<file path="src/rtl/md5_ctrl_pkg.sv">
// md5_ctrl_pkg: shared state encoding, status bit positions and index-width helper for the MD5 search controller
package md5_ctrl_pkg;
   typedef enum logic [2:0] {
      ST_IDLE  = 3'd0,
      ST_WARM  = 3'd1,
      ST_RUN   = 3'd2,
      ST_PAUSE = 3'd3,
      ST_DONE  = 3'd4
   } state_t;
   localparam int STAT_DONE    = 0;
   localparam int STAT_FOUND   = 1;
   localparam int STAT_WARMING = 2;
   localparam int STAT_RUNNING = 3;
   localparam int STAT_PAUSED  = 4;
   // A single channel still needs a 1-bit index port.
   function automatic int idx_w(input int n);
      return (n <= 1) ? 1 : $clog2(n);
   endfunction
endpackage

</file>
<file path="src/rtl/md5_found_arb.sv">
// md5_found_arb: lowest-index match priority encoder with capture register for index and candidate
//  clk, rst_n    clock, asynchronous active-low reset
//  clr           synchronous clear of the captured result
//  capture_en    load the current winner into index/value
//  ch_found      per-channel match flags
//  ch_candidate  per-channel candidates, ch i at [i*CAND_W +: CAND_W]
//  index, value  captured winner
//  hit           any channel currently reporting a match
module md5_found_arb #(
   parameter int CHANNELS = 4,
   parameter int CAND_W   = 32,
   parameter int IW       = 2
) (
   input  logic                       clk,
   input  logic                       rst_n,
   input  logic                       clr,
   input  logic                       capture_en,
   input  logic [CHANNELS-1:0]        ch_found,
   input  logic [CHANNELS*CAND_W-1:0] ch_candidate,
   output logic [IW-1:0]              index,
   output logic [CAND_W-1:0]          value,
   output logic                       hit
);
   logic [IW-1:0]     sel;
   logic [CAND_W-1:0] cand;
   assign hit = |ch_found;
   // Scan from the top down so the lowest set channel is the last to write.
   always_comb begin
      sel  = '0;
      cand = ch_candidate[CAND_W-1:0];
      for (int i = CHANNELS-1; i >= 0; i--)
         if (ch_found[i]) begin
            sel  = IW'(i);
            cand = ch_candidate[i*CAND_W +: CAND_W];
         end
   end
   always_ff @(posedge clk or negedge rst_n)
      if (!rst_n) begin
         index <= '0;
         value <= '0;
      end else if (clr) begin
         index <= '0;
         value <= '0;
      end else if (capture_en) begin
         index <= sel;
         value <= cand;
      end
endmodule

</file>
<file path="src/rtl/md5_search_ctrl.sv">
// md5_search_ctrl: VIO control/status hub sequencing CHANNELS parallel MD5 search drivers
//  CLK, CPU_RESETN   clock, asynchronous active-low reset
//  vio_enable        run/pause level
//  vio_soft_reset    soft reset request, rising edge acts
//  vio_load          target load request, rising edge acts
//  vio_target        target hash to capture
//  ch_warming/done/found/candidate  per-channel driver status
//  ch_target         registered target broadcast to all channels
//  ch_enable         replicated run enable
//  ch_rst_n          replicated active-low soft reset pulse
//  vio_status        {paused,running,warming,found,done}
//  vio_found_ch      winning channel index
//  vio_found_value   winning candidate
//  vio_cycles        saturating count of WARM/RUN cycles
module md5_search_ctrl
   import md5_ctrl_pkg::*;
#(
   parameter int CHANNELS   = 4,
   parameter int TARGET_W   = 128,
   parameter int CAND_W     = 32,
   parameter int CYC_W      = 48,
   parameter int RST_CYCLES = 4
) (
   input  logic                       CLK,
   input  logic                       CPU_RESETN,
   input  logic                       vio_enable,
   input  logic                       vio_soft_reset,
   input  logic                       vio_load,
   input  logic [TARGET_W-1:0]        vio_target,
   input  logic [CHANNELS-1:0]        ch_warming,
   input  logic [CHANNELS-1:0]        ch_done,
   input  logic [CHANNELS-1:0]        ch_found,
   input  logic [CHANNELS*CAND_W-1:0] ch_candidate,
   output logic [TARGET_W-1:0]        ch_target,
   output logic [CHANNELS-1:0]        ch_enable,
   output logic [CHANNELS-1:0]        ch_rst_n,
   output logic [4:0]                 vio_status,
   output logic [idx_w(CHANNELS)-1:0] vio_found_ch,
   output logic [CAND_W-1:0]          vio_found_value,
   output logic [CYC_W-1:0]           vio_cycles
);
   localparam int RW = $clog2(RST_CYCLES + 1);
   if (TARGET_W % 32 != 0) begin : g_bad_target_w
      $error("md5_search_ctrl: TARGET_W must be a multiple of 32");
   end
   state_t        state, state_n;
   logic          load_prev, srst_prev, target_valid, found, hit;
   logic [RW-1:0] rst_cnt;
   logic          load_edge, srst_edge, active, counting, capture, reload, clr;
   assign load_edge = vio_load & ~load_prev;
   assign srst_edge = vio_soft_reset & ~srst_prev;
   assign active    = state inside {ST_WARM, ST_RUN, ST_PAUSE};
   assign counting  = state inside {ST_WARM, ST_RUN};
   // A soft reset in the same cycle as a match discards the match.
   assign capture   = active & hit & ~srst_edge;
   assign reload    = load_edge & ~srst_edge & (state == ST_DONE);
   assign clr       = srst_edge | reload;
   assign ch_enable = {CHANNELS{counting}};
   assign ch_rst_n  = {CHANNELS{rst_cnt == '0}};
   always_comb begin
      vio_status               = '0;
      vio_status[STAT_PAUSED]  = state == ST_PAUSE;
      vio_status[STAT_RUNNING] = state == ST_RUN;
      vio_status[STAT_WARMING] = state == ST_WARM;
      vio_status[STAT_FOUND]   = found;
      vio_status[STAT_DONE]    = state == ST_DONE;
   end
   always_comb begin
      state_n = state;
      case (state)
         ST_IDLE:  if (target_valid && vio_enable && rst_cnt == '0) state_n = ST_WARM;
         ST_WARM:  state_n = !vio_enable ? ST_PAUSE : (|ch_warming ? ST_WARM : ST_RUN);
         ST_RUN:   state_n = &ch_done ? ST_DONE : (!vio_enable ? ST_PAUSE : ST_RUN);
         ST_PAUSE: if (vio_enable) state_n = |ch_warming ? ST_WARM : ST_RUN;
         ST_DONE:  if (load_edge) state_n = ST_IDLE;
         default:  state_n = ST_IDLE;
      endcase
      if (capture) state_n = ST_DONE;
      if (srst_edge) state_n = ST_IDLE;
   end
   always_ff @(posedge CLK or negedge CPU_RESETN)
      if (!CPU_RESETN) begin
         state        <= ST_IDLE;
         load_prev    <= 1'b0;
         srst_prev    <= 1'b0;
         target_valid <= 1'b0;
         found        <= 1'b0;
         rst_cnt      <= '0;
         ch_target    <= '0;
         vio_cycles   <= '0;
      end else begin
         state     <= state_n;
         load_prev <= vio_load;
         srst_prev <= vio_soft_reset;
         rst_cnt   <= srst_edge ? RW'(RST_CYCLES) : (rst_cnt != '0 ? rst_cnt - 1'b1 : rst_cnt);
         if (srst_edge)
            target_valid <= 1'b0;
         else if (load_edge && (state == ST_IDLE || state == ST_DONE)) begin
            ch_target    <= vio_target;
            target_valid <= 1'b1;
         end
         found      <= clr ? 1'b0 : (found | capture);
         vio_cycles <= clr ? '0 : ((counting && !(&vio_cycles)) ? vio_cycles + 1'b1 : vio_cycles);
      end
   md5_found_arb #(
      .CHANNELS(CHANNELS),
      .CAND_W  (CAND_W),
      .IW      (idx_w(CHANNELS))
   ) u_arb (
      .clk         (CLK),
      .rst_n       (CPU_RESETN),
      .clr         (clr),
      .capture_en  (capture),
      .ch_found    (ch_found),
      .ch_candidate(ch_candidate),
      .index       (vio_found_ch),
      .value       (vio_found_value),
      .hit         (hit)
   );
endmodule
</file>
<file path="config.mk">
export PLATFORM = sky130hd
export DESIGN_NAME = md5_search_ctrl
export DESIGN_NICKNAME = d
export VERILOG_FILES = /design/src/rtl/md5_ctrl_pkg.sv /design/src/rtl/md5_found_arb.sv /design/src/rtl/md5_search_ctrl.sv
export SDC_FILE = /design/constraint.sdc
export NUM_CORES = 1
export LEC_CHECK = 0
export CAP_MARGIN = 20
export CORE_AREA = 4 4 193 195
export CTS_BUF_LIST = sky130_fd_sc_hd__clkbuf_4
export CTS_CLUSTER_SIZE = 40
export DETAILED_ROUTE_END_ITERATION = 7
export DIE_AREA = 0 0 197 199
export DONT_BUFFER_PORTS = 1
export PLACE_DENSITY = 0.42
export SYNTH_ARGS = -nofsm -noshare
export SYNTH_HDL_FRONTEND = slang
export SYNTH_SLANG_ARGS = --single-unit
</file>
<file path="constraint.sdc">
create_clock -name CLK -period 2.65 [get_ports CLK]
set_input_delay 0.53 -clock CLK [delete_from_list [all_inputs] [get_ports CLK]]
set_output_delay 0.53 -clock CLK [all_outputs]
set_load 0.005 [all_outputs]
</file>
-- Word level (Yosys, flattened, before mapping)
Index checks and enable logic that the tools add are counted.
- add/sub/neg operators: 2
- eq/ne operators: 7
- mux-type cells: 29
- bitwise gates (word level): 11
- reductions and logical operators: 21
- operator list (kind ; number):
    two-way mux 32 bit ; 6
    two-way mux 48 bit ; 2
    adder 48 x 1 -> 48 bit, second input constant ; 1
    AND reduction 48 bit ; 1
    two-way mux 3 bit ; 9
    case mux 3 bit (5 select lines) ; 1
    two-way mux 2 bit ; 7
    nonzero test 2 bit ; 5
    OR reduction 4 bit ; 2
    bitwise AND 1 bit ; 6
    == test 3 x 2 -> 1 bit, second input constant ; 2
    logical NOT 3 bit ; 2
    nonzero test 3 bit ; 2
    logical AND 1 bit ; 4
    two-way mux 1 bit ; 4
    != test 4 x 1 -> 1 bit, second input constant ; 1
    != test 4 x 2 -> 1 bit, second input constant ; 1
    != test 4 bit, second input constant ; 1
    AND reduction 4 bit ; 1
    == test 3 x 1 -> 1 bit, second input constant ; 1
    == test 3 bit, second input constant ; 1
    NOT 1 bit ; 3
    AND reduction 3 bit ; 1
    subtractor 3 x 1 -> 3 bit, second input constant ; 1
    other kinds (4) ; 5
- register bits: 220
- bits of input ports: 273
- output and inout bits: 223
- logic and storage cells: 80

-- Longest topological paths before layout
Gate-level depths: netlist (run 1).
- word-level depth: 7
- mapped depth: 8
- mapped depth without buffers: 7

-- Cells and area by module
From an unflattened synthesis (run 1), not the netlist that was laid out.
- cells, all modules: 973
- area total of the unflattened synthesis: 10981.8 µm²
- by module, submodules not included (module ; times used ; cells an instance ; area an instance (µm²) ; seq. area each (µm²)):
    md5_search_ctrl ; 1 ; 665 ; 8204.1 ; 4654.5
    md5_found_arb ; 1 ; 308 ; 2777.7 ; 850.8

-- Worst setup path after synthesis (run 1)
OpenSTA, ideal clock, no wires.
- path type: input to register
- start point: input port ch_found[2]
- end point: register u_arb.index[0]
- library setup time: 0.096 ns
- arrival time: 2.080 ns
- required time: 2.554 ns
- path slack: 0.475 ns
- stages on the path: 8
- buffers on the path: 2
- path through: clkbuf_1 -> nor4_1 -> nor3_1 -> or2_2 -> a21oi_1 -> clkbuf_1 -> nand2_1 -> o31ai_1
- cells in the longest elaborated chain, start to end: 5
- elaborated cells on any way between the ends: 9
- classes of those cells: 5 x mux; 2 x bitwise; 2 x reduce/logical
- ends and longest elaborated chain (item ; line ; text):
    start: declaration ; md5_search_ctrl.sv:32 ; input logic [CHANNELS-1:0] ch_found,
    two-way mux 2 bit (3 in series) ; md5_found_arb.sv:32 ; if (ch_found[i]) begin
    two-way mux 2 bit ; md5_found_arb.sv:44 ; end else if (capture_en) begin
    two-way mux 2 bit ; md5_found_arb.sv:41 ; end else if (clr) begin
    end signal: assignment ; md5_found_arb.sv:45 ; index <= sel;
    end: declaration ; md5_found_arb.sv:20 ; output logic [IW-1:0] index,
Parallel ways exist; a longest one is shown, timed or not. The select of a mux whose other input is x is not followed.
A chain may end at the register's enable or synchronous reset.

-- Final worst setup path (run 1)
- start point: register rst_cnt[0]
- end point: output port ch_rst_n[1]
- cells in the longest elaborated chain, start to end: 1
- ends and longest elaborated chain (item ; line ; text):
    start: declaration ; md5_search_ctrl.sv:48 ; logic [RW-1:0] rst_cnt;
    start signal: assignment ; md5_search_ctrl.sv:95 ; rst_cnt <= srst_edge ? RW'(RST_CYCLES) : (rst_cnt != '0 ? rst_cnt - 1'b1 : rst_cnt);
    logical NOT 3 bit ; md5_search_ctrl.sv:59 ; assign ch_rst_n = {CHANNELS{rst_cnt == '0}};
    end: declaration ; md5_search_ctrl.sv:36 ; output logic [CHANNELS-1:0] ch_rst_n,
No other way between the ends.

==> results of run 1 <==
[routing by layer]
layer  vias up  GRT usage (%)  routed length (um)
met4         2          6.497                1088
met3        72          6.555                2981
li1       3774              -                   -
met1      3983          18.25               12470
met2       354          29.59               18200
met5         -              0                   7
[metrics by stage]
step	total power [mW]	util (%)	hold WS, ns
6_report	10.58	37.97	-0.5377
5_1_grt	11.26	37.97	-0.6641
4_1_cts	10.79	37.93	-0.6685
3_5_place_dp	7.518	31.25	0.2420
3_3_place_gp	7.493	31.25	0.2402
2_1_floorplan	6.649	-	0.2344
[cells in the final DEF (no fill, tap or decap), types with 3 or more instances in the layout]
| cell | instances |
|---|---|
| sky130_fd_sc_hd__and4_1 | 6 |
| sky130_fd_sc_hd__a22oi_1 | 13 |
| sky130_fd_sc_hd__nor3b_1 | 4 |
| sky130_fd_sc_hd__ha_1 | 3 |
| sky130_fd_sc_hd__clkinv_1 | 7 |
| sky130_fd_sc_hd__nand2_1 | 82 |
| sky130_fd_sc_hd__buf_4 | 31 |
| sky130_fd_sc_hd__a211oi_1 | 3 |
| sky130_fd_sc_hd__dlygate4sd3_1 | 164 |
| sky130_fd_sc_hd__a2bb2oi_1 | 13 |
| sky130_fd_sc_hd__dfrtp_1 | 220 |
| sky130_fd_sc_hd__xor2_1 | 18 |
| sky130_fd_sc_hd__xnor2_1 | 26 |
| sky130_fd_sc_hd__diode_2 | 3 |
| sky130_fd_sc_hd__or2_2 | 3 |
| sky130_fd_sc_hd__nor2_1 | 95 |
| sky130_fd_sc_hd__nor4_1 | 6 |
| sky130_fd_sc_hd__nor2b_1 | 4 |
| sky130_fd_sc_hd__clkbuf_4 | 86 |
| sky130_fd_sc_hd__or4_1 | 6 |
| sky130_fd_sc_hd__and2_1 | 4 |
| sky130_fd_sc_hd__and3_1 | 8 |
| sky130_fd_sc_hd__mux2i_1 | 36 |
| sky130_fd_sc_hd__inv_1 | 10 |
| sky130_fd_sc_hd__o21ai_0 | 55 |
| sky130_fd_sc_hd__o31ai_1 | 4 |
| sky130_fd_sc_hd__nand3_1 | 22 |
| sky130_fd_sc_hd__buf_12 | 5 |
| sky130_fd_sc_hd__o211ai_1 | 4 |
| sky130_fd_sc_hd__a2111oi_0 | 3 |
| sky130_fd_sc_hd__a21oi_1 | 44 |
| sky130_fd_sc_hd__mux2_2 | 128 |
| sky130_fd_sc_hd__nor3_1 | 19 |
| sky130_fd_sc_hd__nand4_1 | 20 |
[layout make-up]
cell class                      instances  area, sq um  area share [%]
Sequential cell                       220         5505           40.96
Inverter                               10        37.54          0.2793
Tap cell                              461        576.8           4.292
Clock buffer                           86        645.6           4.804
Timing Repair Buffer                  200         1974           14.69
Multi-Input combinational cell        657         4639           34.52
Antenna cell                            3        7.507         0.05586
Clock inverter                         11        53.80          0.4003
[flip-flops by register name (all words and copies together) (netlist names)]
signal	count
target_valid	1
found	1
state	3
vio_cycles	48
srst_prev	1
load_prev	1
rst_cnt	3
u_arb.value	32
ch_target	128
u_arb.index	2
[power groups by stage]
| stage | combinational, mW | sequential [mW] | clock, mW |
|---|---|---|---|
| global placement | 1.87 | 5.62 | 0 |
| detailed placement | 1.93 | 5.59 | 0 |
| finish | 2.12 | 5.52 | 2.93 |
| global route | 2.36 | 5.64 | 3.26 |
| CTS | 2.15 | 5.55 | 3.09 |
| floorplan | 1.58 | 5.07 | 0 |
[final timing paths]
path,start,endpoint,cells after the start
setup / recovery,rst_cnt[0],ch_rst_n[1],4
hold / removal,CPU_RESETN,ch_target[7],0
setup reg to reg,vio_cycles[8],vio_cycles[31],6
hold reg to reg,rst_cnt[2],rst_cnt[2],1
max in group asynchronous,CPU_RESETN,u_arb.value[18],0
min in group CLK,ch_candidate[35],u_arb.value[3],3
[cells by family (layout without fill, tap and decap cells)]
| family | count (synthesis) | count (layout) |
|---|---|---|
| other | 0 | 3 |
| DFF | 220 | 220 |
| and+or+nand+nor | 301 | 301 |
| xor gates and xnor gates | 45 | 45 |
| AOI/OAI and AO/OA | 144 | 144 |
| adders and majority gates | 3 | 3 |
| muxes | 164 | 164 |
| buffers and inverters | 72 | 307 |
[what timing repair did]
item | in CTS | in global routing
gates resized for setup | 1 | 1
cloned | 0 | 0
setup endpoints to repair | 4 | 4
hold endpoints to repair | 385 | 220
buffers inserted | 0 | 0
pin swaps | 0 | 0
==> flow_summary.html, run 1 <==
<table>
<tr><th>Metric</th><th>Value</th></tr>
<tr><th colspan="2">Synthesis</th></tr>
<tr><td>Yosys reg bits</td><td>220</td></tr>
<tr><td>Largest family of logic cells by synthesized area</td><td>multiplexers</td></tr>
<tr><td>Dominant cells by area after synthesis</td><td>sky130_fd_sc_hd__dfrtp_1 (53%), sky130_fd_sc_hd__mux2_2 (14%), sky130_fd_sc_hd__mux2i_1 (3.5%), sky130_fd_sc_hd__nor2_1 (3.4%), sky130_fd_sc_hd__nand2_1 (3.0%)</td></tr>
<tr><td>Most used DFF post-synth</td><td>sky130_fd_sc_hd__dfrtp_1</td></tr>
<tr><td>Top-area cell type share of the netlist area</td><td>around 53%</td></tr>
<tr><td>Total number of yosys warnings</td><td>0</td></tr>
<tr><td>Share of synthesized registers carrying an async set or reset</td><td>between 90% and 100%</td></tr>
<tr><td>Post-synthesis compound-gate area fraction</td><td>8.248%</td></tr>
<tr><td>Largest area contributor in the netlist</td><td>sky130_fd_sc_hd__dfrtp_1</td></tr>
<tr><td>Ranking of synthesized cells by instance count</td><td>sky130_fd_sc_hd__dfrtp_1 (220), sky130_fd_sc_hd__mux2_2 (128), sky130_fd_sc_hd__nor2_1 (95)</td></tr>
<tr><td>Adder-cell share of the synthesized area</td><td>0.3602%</td></tr>
<tr><td>Number of enable flip-flop cells after synthesis</td><td>0</td></tr>
<tr><td>Synth unique cells</td><td>between 50 and 60</td></tr>
<tr><td>Netlist area before placement</td><td>10,420 sq um</td></tr>
<tr><td>Xor-xnor portion of the synthesized cell area</td><td>about 3.8%</td></tr>
<tr><td>Share of cell area taken by muxes after synthesis</td><td>between 10% and 20%</td></tr>
<tr><td>Average size of a mapped cell</td><td>10.98 sq um</td></tr>
<tr><td>Simple-Gate Fraction of Synth Area</td><td>between 10% and 20%</td></tr>
<tr><td>Post-synthesis sequential area ratio</td><td>a little over half</td></tr>
<tr><td>Gate count after technology mapping</td><td>roughly 950</td></tr>
<tr><td>Most numerous cell in the Yosys netlist</td><td>sky130_fd_sc_hd__dfrtp_1</td></tr>
<tr><td>Net count after synthesis</td><td>1,225</td></tr>
<tr><th colspan="2">Route</th></tr>
<tr><td>Routed length per instance</td><td>about 21 um</td></tr>
<tr><td>Total wirelength of the detailed-routed design</td><td>roughly 35,000 um</td></tr>
<tr><td>Average vias per placed instance</td><td>4.967</td></tr>
<tr><td>Drc violations</td><td>0</td></tr>
<tr><td>Number of detailed-route iterations in the first pass</td><td>4</td></tr>
<tr><td>DRT antenna net count</td><td>0</td></tr>
<tr><td>Vias post-DR</td><td>8,185</td></tr>
<tr><td>Iteration-0 DRC count of the detailed router</td><td>241</td></tr>
<tr><th colspan="2">Job</th></tr>
<tr><td>Max-cap check violation count</td><td>0</td></tr>
<tr><th colspan="2">Timing</th></tr>
<tr><td>Final hold vios</td><td>220</td></tr>
<tr><td>Max Freq</td><td>413.6 MHz</td></tr>
<tr><td>Number of setup violations in the final report</td><td>0</td></tr>
<tr><td>Setup_tns</td><td>0 ns</td></tr>
<tr><td>Remaining max-slew budget at the tightest pin</td><td>55.95%</td></tr>
<tr><td>Worst Skew</td><td>about 0.054 ns</td></tr>
<tr><td>Tightest Pin Transition</td><td>around 0.65 ns</td></tr>
<tr><td>Slack of the critical path</td><td>0.2322 ns</td></tr>
<tr><td>Max-slew violation total from the final report</td><td>0</td></tr>
<tr><td>Post-route fraction of the period consumed by the critical path</td><td>91.24%</td></tr>
<tr><td>RSZ-0062 raised after global routing</td><td>no</td></tr>
<tr><td>Final worst hold slack</td><td>-0.5377 ns</td></tr>
<tr><td>Min cycle time layout</td><td>2.418 ns</td></tr>
<tr><th colspan="2">Finish</th></tr>
<tr><td>Finished layout cell area</td><td>13,440 sq um</td></tr>
<tr><td>Area overhead of the layout relative to synthesis</td><td>28.97%</td></tr>
<tr><td>Layout filler cell count</td><td>~3.5k</td></tr>
<tr><td>Non-filler cells in the finished layout</td><td>about 1.6k</td></tr>
<tr><td>Fraction of layout cells with a size suffix above 1</td><td>23.14%</td></tr>
<tr><td>Final net count</td><td>between 1k and 1.5k</td></tr>
<tr><th colspan="2">GRT</th></tr>
<tr><td>Combined global-route utilization of all metal layers</td><td>16.79%</td></tr>
<tr><td>Via count of the first global-routing pass</td><td>8,878</td></tr>
<tr><td>Total grt overflow</td><td>0</td></tr>
<tr><td>Number of antenna violations at the first check in global routing</td><td>5</td></tr>
<tr><td>Pin count of the biggest net entering global routing</td><td>221</td></tr>
<tr><td>Global-route wire length before repair</td><td>51,720 um</td></tr>
<tr><th colspan="2">Worst setup path</th></tr>
<tr><td>Startpoint kind of the worst setup timing path</td><td>flop</td></tr>
<tr><td>Largest stage delay, worst path</td><td>0.36 ns</td></tr>
<tr><td>Worst Path Class, Setup</td><td>reg -&gt; out</td></tr>
<tr><td>Largest fanout on the critical path</td><td>5</td></tr>
<tr><td>Data required time of the worst path</td><td>between 2 and 2.5 ns</td></tr>
<tr><td>Number of buffers and inverters on the critical path</td><td>2</td></tr>
<tr><td>Endpoint arrival time on the critical path</td><td>1.89 ns</td></tr>
<tr><td>Sort of element at the end of the critical path</td><td>primary output</td></tr>
<tr><td>CP Cell Sequence</td><td>inv_1, ha_1, nor2b_1, buf_4</td></tr>
<tr><td>Critical-path cell with the highest stage delay</td><td>sky130_fd_sc_hd__dfrtp_1</td></tr>
<tr><td>Crit path max-delay family</td><td>flip-flops</td></tr>
<tr><td>Reg2Reg Setup Slack</td><td>0.36 ns</td></tr>
<tr><th colspan="2">Floorplan</th></tr>
<tr><td># IOs</td><td>a little under 500</td></tr>
<tr><td>Die W</td><td>197 um</td></tr>
<tr><td>Floorplan row count</td><td>69</td></tr>
<tr><td>Initial Utilization</td><td>between 20% and 30%</td></tr>
<tr><td>Core Region</td><td>35,400 sq um</td></tr>
<tr><td>Die Outline Area</td><td>39,200 sq um</td></tr>
<tr><td>Y dimension of the die</td><td>199 um</td></tr>
<tr><th colspan="2">Clock network</th></tr>
<tr><td>Clock root buffer</td><td>sky130_fd_sc_hd__clkbuf_4</td></tr>
<tr><td>Clk slew on worst S/H paths</td><td>approximately 0.07 ns</td></tr>
<tr><td>Worst skew pair latency</td><td>0.76 ns</td></tr>
<tr><td>Clock tree from TritonCTS</td><td>built</td></tr>
<tr><td>Hold-fix buffers, CTS</td><td>165</td></tr>
<tr><td>Number of buffers between clock root and the deepest sink</td><td>3</td></tr>
<tr><td>TritonCTS Buffers</td><td>60</td></tr>
<tr><td>Sink Count</td><td>220</td></tr>
<tr><td>CTS H-Tree Depth</td><td>2</td></tr>
<tr><th colspan="2">Status</th></tr>
<tr><td>Status</td><td>finished with violations</td></tr>
<tr><td>Failing checks</td><td>hold timing</td></tr>
<tr><th colspan="2">Pwr</th></tr>
<tr><td>Switching power as a share of total power</td><td>33.08%</td></tr>
<tr><td>Clock share of power</td><td>between 20% and 30%</td></tr>
<tr><td>PwrDens</td><td>about 790 nW/um^2</td></tr>
<tr><td>Worst vdd ir</td><td>0.4957 mV</td></tr>
<tr><td>Internal power consumption</td><td>7.079 mW</td></tr>
<tr><td>Combinational fraction of design power</td><td>about a fifth</td></tr>
<tr><td>Proportion of power drawn by flip-flops and latches</td><td>52.2%</td></tr>
<tr><td>Reported net switching power</td><td>3.498 mW</td></tr>
<tr><td>Leakage power figure</td><td>5.759 nW</td></tr>
<tr><th colspan="2">Min path</th></tr>
<tr><td>Type of the worst min-delay path</td><td>in -&gt; async</td></tr>
<tr><th colspan="2">Place</th></tr>
<tr><td>Number of cells after detailed placement</td><td>around 1.4k</td></tr>
<tr><td>Count of buffers inserted at the top-level ports</td><td>0</td></tr>
<tr><td>Area after DPL</td><td>11,060 sq um</td></tr>
<tr><td>Placement Setup Slack</td><td>0.3643 ns</td></tr>
<tr><td>GPL Wtd Cong</td><td>0.8020</td></tr>
<tr><td>Post-DP HPWL</td><td>around 25,000 um</td></tr>
</table>
(Power assumes the default switching activity.)
==> run 2, diff against run 1 <==
Settings changed: ABC_CLOCK_PERIOD_IN_PS from default to 2650.
==> results of run 2 <==
Final layout, timing and power as in run 1 (identical DEF).
==> run 3, diff against run 2 <==
Settings changed: SETUP_SLACK_MARGIN from default to 0.1.
==> flow_summary.html, run 3 (synthesis results as in run 1) <==
<table>
<tr><th>Metric</th><th>Value</th></tr>
<tr><th colspan="2">Status</th></tr>
<tr><td>Status</td><td>finished with violations</td></tr>
<tr><td>Failing checks</td><td>hold timing</td></tr>
<tr><th colspan="2">Floorplan</th></tr>
<tr><td>Initial Utilization</td><td>29.44% (unchanged)</td></tr>
<tr><td>Die Outline Area</td><td>39,200 sq um (unchanged)</td></tr>
<tr><td>Core Region</td><td>35,400 sq um (unchanged)</td></tr>
<tr><td>Die W</td><td>197 um (unchanged)</td></tr>
<tr><td># IOs</td><td>496 (unchanged)</td></tr>
<tr><td>Floorplan row count</td><td>69 (unchanged)</td></tr>
<tr><td>Y dimension of the die</td><td>199 um (unchanged)</td></tr>
<tr><th colspan="2">Worst setup path</th></tr>
<tr><td>Largest stage delay, worst path</td><td>0.43 ns (+0.07 ns)</td></tr>
<tr><td>Startpoint of the most critical register-to-register path</td><td>vio_cycles[8]</td></tr>
<tr><td>Reg2Reg Setup Slack</td><td>0.36 ns (about the same)</td></tr>
<tr><td>Data required time of the worst path</td><td>2.12 ns (about the same)</td></tr>
<tr><td>Startpoint kind of the worst setup timing path</td><td>flop</td></tr>
<tr><td>Worst Path Class, Setup</td><td>reg -&gt; out</td></tr>
<tr><td>Number of buffers and inverters on the critical path</td><td>2 (unchanged)</td></tr>
<tr><td>Sort of element at the end of the critical path</td><td>primary output</td></tr>
<tr><td>Endpoint arrival time on the critical path</td><td>1.83 ns (-0.06 ns)</td></tr>
<tr><td>RR Endpoint</td><td>vio_cycles[31]</td></tr>
<tr><td>Crit path max-delay family</td><td>flip-flops</td></tr>
<tr><td>CP Cell Sequence</td><td>xor2_2, nand2_4, inv_1, buf_4</td></tr>
<tr><td>Worst-case reg-to-reg path depth</td><td>6 (unchanged)</td></tr>
<tr><td>Largest fanout on the critical path</td><td>8 (+3)</td></tr>
<tr><td>Critical-path cell with the highest stage delay</td><td>sky130_fd_sc_hd__dfrtp_1</td></tr>
<tr><th colspan="2">Route</th></tr>
<tr><td>DRT antenna net count</td><td>0 (unchanged)</td></tr>
<tr><td>Average vias per placed instance</td><td>4.966 (about the same)</td></tr>
<tr><td>Number of detailed-route iterations in the first pass</td><td>4 (unchanged)</td></tr>
<tr><td>Drc violations</td><td>0 (unchanged)</td></tr>
<tr><td>Vias post-DR</td><td>8,189 (+0.049%)</td></tr>
<tr><td>Iteration-0 DRC count of the detailed router</td><td>242 (+0.41%)</td></tr>
<tr><td>Total wirelength of the detailed-routed design</td><td>34,770 um (about the same)</td></tr>
<tr><td>Routed length per instance</td><td>21.09 um (about the same)</td></tr>
<tr><th colspan="2">GRT</th></tr>
<tr><td>Total grt overflow</td><td>0 (unchanged)</td></tr>
<tr><td>Pin count of the biggest net entering global routing</td><td>221 (unchanged)</td></tr>
<tr><td>Global-route wire length before repair</td><td>51,700 um (about the same)</td></tr>
<tr><td>Via count of the first global-routing pass</td><td>8,877 (-0.011%)</td></tr>
<tr><td>Number of antenna violations at the first check in global routing</td><td>5 (unchanged)</td></tr>
<tr><td>Combined global-route utilization of all metal layers</td><td>16.78% (about the same)</td></tr>
<tr><th colspan="2">Clock network</th></tr>
<tr><td>Clock tree from TritonCTS</td><td>built</td></tr>
<tr><td>Hold-fix buffers, CTS</td><td>165 (unchanged)</td></tr>
<tr><td>Number of buffers between clock root and the deepest sink</td><td>3 (unchanged)</td></tr>
<tr><td>Clk slew on worst S/H paths</td><td>0.07 ns (about the same)</td></tr>
<tr><td>CTS H-Tree Depth</td><td>2 (unchanged)</td></tr>
<tr><td>Worst skew pair latency</td><td>0.76 ns (about the same)</td></tr>
<tr><td>Sink Count</td><td>220 (unchanged)</td></tr>
<tr><td>Clock root buffer</td><td>sky130_fd_sc_hd__clkbuf_4</td></tr>
<tr><td>TritonCTS Buffers</td><td>60 (unchanged)</td></tr>
<tr><th colspan="2">Finish</th></tr>
<tr><td>Utilization after layout</td><td>38.01% (+0.042 points)</td></tr>
<tr><td>Top register by number of flip-flops</td><td>ch_target</td></tr>
<tr><td>Layout filler cell count</td><td>3,530 (unchanged)</td></tr>
<tr><td>Combined flip-flop and latch cell area</td><td>5505 sq um (unchanged)</td></tr>
<tr><td>Area overhead of the layout relative to synthesis</td><td>29.12%</td></tr>
<tr><td>Combined area of the multi-input logic cells</td><td>4647 sq um (+0.16%)</td></tr>
<tr><td>Registers with the most flip-flops</td><td>ch_target: 128 flops, vio_cycles: 48 flops, u_arb.value: 32 flops</td></tr>
<tr><td>Fraction of layout cells with a size suffix above 1</td><td>23.29% (+0.15 points)</td></tr>
<tr><td>Final net count</td><td>1,426 (+0.070%)</td></tr>
<tr><td>Flip-flop count of the largest register after layout</td><td>128 (unchanged)</td></tr>
<tr><td>Most used cells in the layout excluding fill and tap cells</td><td>sky130_fd_sc_hd__dfrtp_1 (220), sky130_fd_sc_hd__dlygate4sd3_1 (164), sky130_fd_sc_hd__mux2_2 (128), sky130_fd_sc_hd__nor2_1 (95), sky130_fd_sc_hd__clkbuf_4 (86)</td></tr>
<tr><td>Most frequent standard cell in the layout excluding fill and tap cells</td><td>sky130_fd_sc_hd__dfrtp_1</td></tr>
<tr><th colspan="2">Timing</th></tr>
<tr><td>Post-route fraction of the period consumed by the critical path</td><td>88.95% (-2.3 points)</td></tr>
<tr><td>Worst Skew</td><td>0.05380 ns (-0.0002321 ns)</td></tr>
<tr><td>Min cycle time layout</td><td>2.357 ns (-0.06046 ns)</td></tr>
<tr><td>Final worst hold slack</td><td>-0.5418 ns (-0.004060 ns)</td></tr>
<tr><td>RSZ-0062 raised after global routing</td><td>no</td></tr>
<tr><td>Final hold vios</td><td>220 (unchanged)</td></tr>
<tr><td>Max-slew violation total from the final report</td><td>0 (unchanged)</td></tr>
<tr><td>Max Freq</td><td>424.2 MHz (+2.6%)</td></tr>
<tr><td>Tightest Pin Transition</td><td>0.6631 ns (+0.008398 ns)</td></tr>
<tr><td>Number of setup violations in the final report</td><td>0 (unchanged)</td></tr>
<tr><td>Remaining max-slew budget at the tightest pin</td><td>55.31% (-0.64 points)</td></tr>
<tr><td>Setup_tns</td><td>0 ns (unchanged)</td></tr>
<tr><th colspan="2">Job</th></tr>
<tr><td>Max-cap check violation count</td><td>0 (unchanged)</td></tr>
<tr><th colspan="2">Place</th></tr>
<tr><td>GPL Wtd Cong</td><td>0.8020 (unchanged)</td></tr>
<tr><td>Count of buffers inserted at the top-level ports</td><td>0 (unchanged)</td></tr>
<tr><td>Post-DP HPWL</td><td>24,990 um (unchanged)</td></tr>
<tr><th colspan="2">Pwr</th></tr>
<tr><td>Leakage power figure</td><td>5.767 nW (+0.14%)</td></tr>
<tr><td>PwrDens</td><td>787.9 nW/um^2 (+0.12%)</td></tr>
<tr><td>Worst vdd ir</td><td>0.4936 mV (-0.42%)</td></tr>
<tr><td>Power after layout</td><td>10.60 mW (+0.23%)</td></tr>
<tr><th colspan="2">Min path</th></tr>
<tr><td>Type of the worst min-delay path</td><td>in -&gt; async</td></tr>
</table>
## run 3: routing by layer
| layer | global-route usage [%] | share of wire, % | wire, um | up-vias |
|---|---|---|---|---|
| li1 | - | - | - | 3778 |
| met1 | 18.24 | 36 | 12490 | 3967 |
| met2 | 29.58 | 52 | 18190 | 366 |
| met3 | 6.555 | 8.5 | 2949 | 76 |
| met4 | 6.497 | 3.2 | 1129 | 2 |
| met5 | 0 | 0.020 | 7 | - |
## run 3: cell type report
cell class              instances  area share [%]
inverters                      10          0.2790
well taps                     461           4.287
diodes                          3         0.05579
clock inverters                11          0.3999
flip-flops and latches        220           40.92
multi-input cells             657           34.54
clock buffers                  86           4.798
repair buffers                201           14.73
## run 3: where the power goes
group	leakage [nW]	internal (mW)	switching, mW	total, mW
Clock	0.423	1.47	1.46	2.93
Combinational	2.59	1.20	0.942	2.14
Sequential	2.76	4.42	1.11	5.53
## run 3: worst max path at each step
| stage | start | endpoint | slack [ns] | cells past startpoint |
|---|---|---|---|---|
| 6_report | state[0] | ch_enable[1] | 0.29 | 4 |
| 5_1_grt | state[0] | ch_enable[3] | 0.11 | 4 |
| 4_1_cts | state[1] | ch_enable[1] | 0.11 | 4 |
| 3_5_place_dp | vio_cycles[8] | vio_cycles[45] | 0.36 | 6 |
| 3_3_place_gp | vio_cycles[2] | vio_cycles[43] | 0.39 | 6 |
| 2_1_floorplan | ch_found[2] | u_arb.index[0] | 0.47 | 8 |
## run 3: repair_timing
item,4_1_cts,5_1_grt
setup endpoints to repair,8,4
buffers inserted,0,1
endpoints found under the hold margin,385,220
resized for setup,3,1
pin swaps,0,1
## run 3: through the flow
stage,setup slack (ns),cells,area (sq um)
after floorplan,0.4747,949,10420
after global placement,0.3859,1383,11060
after detailed placement,0.3643,1383,11060
after CTS,0.1059,1645,13440
after global routing,0.1110,1649,13460
final,0.2927,1649,13460
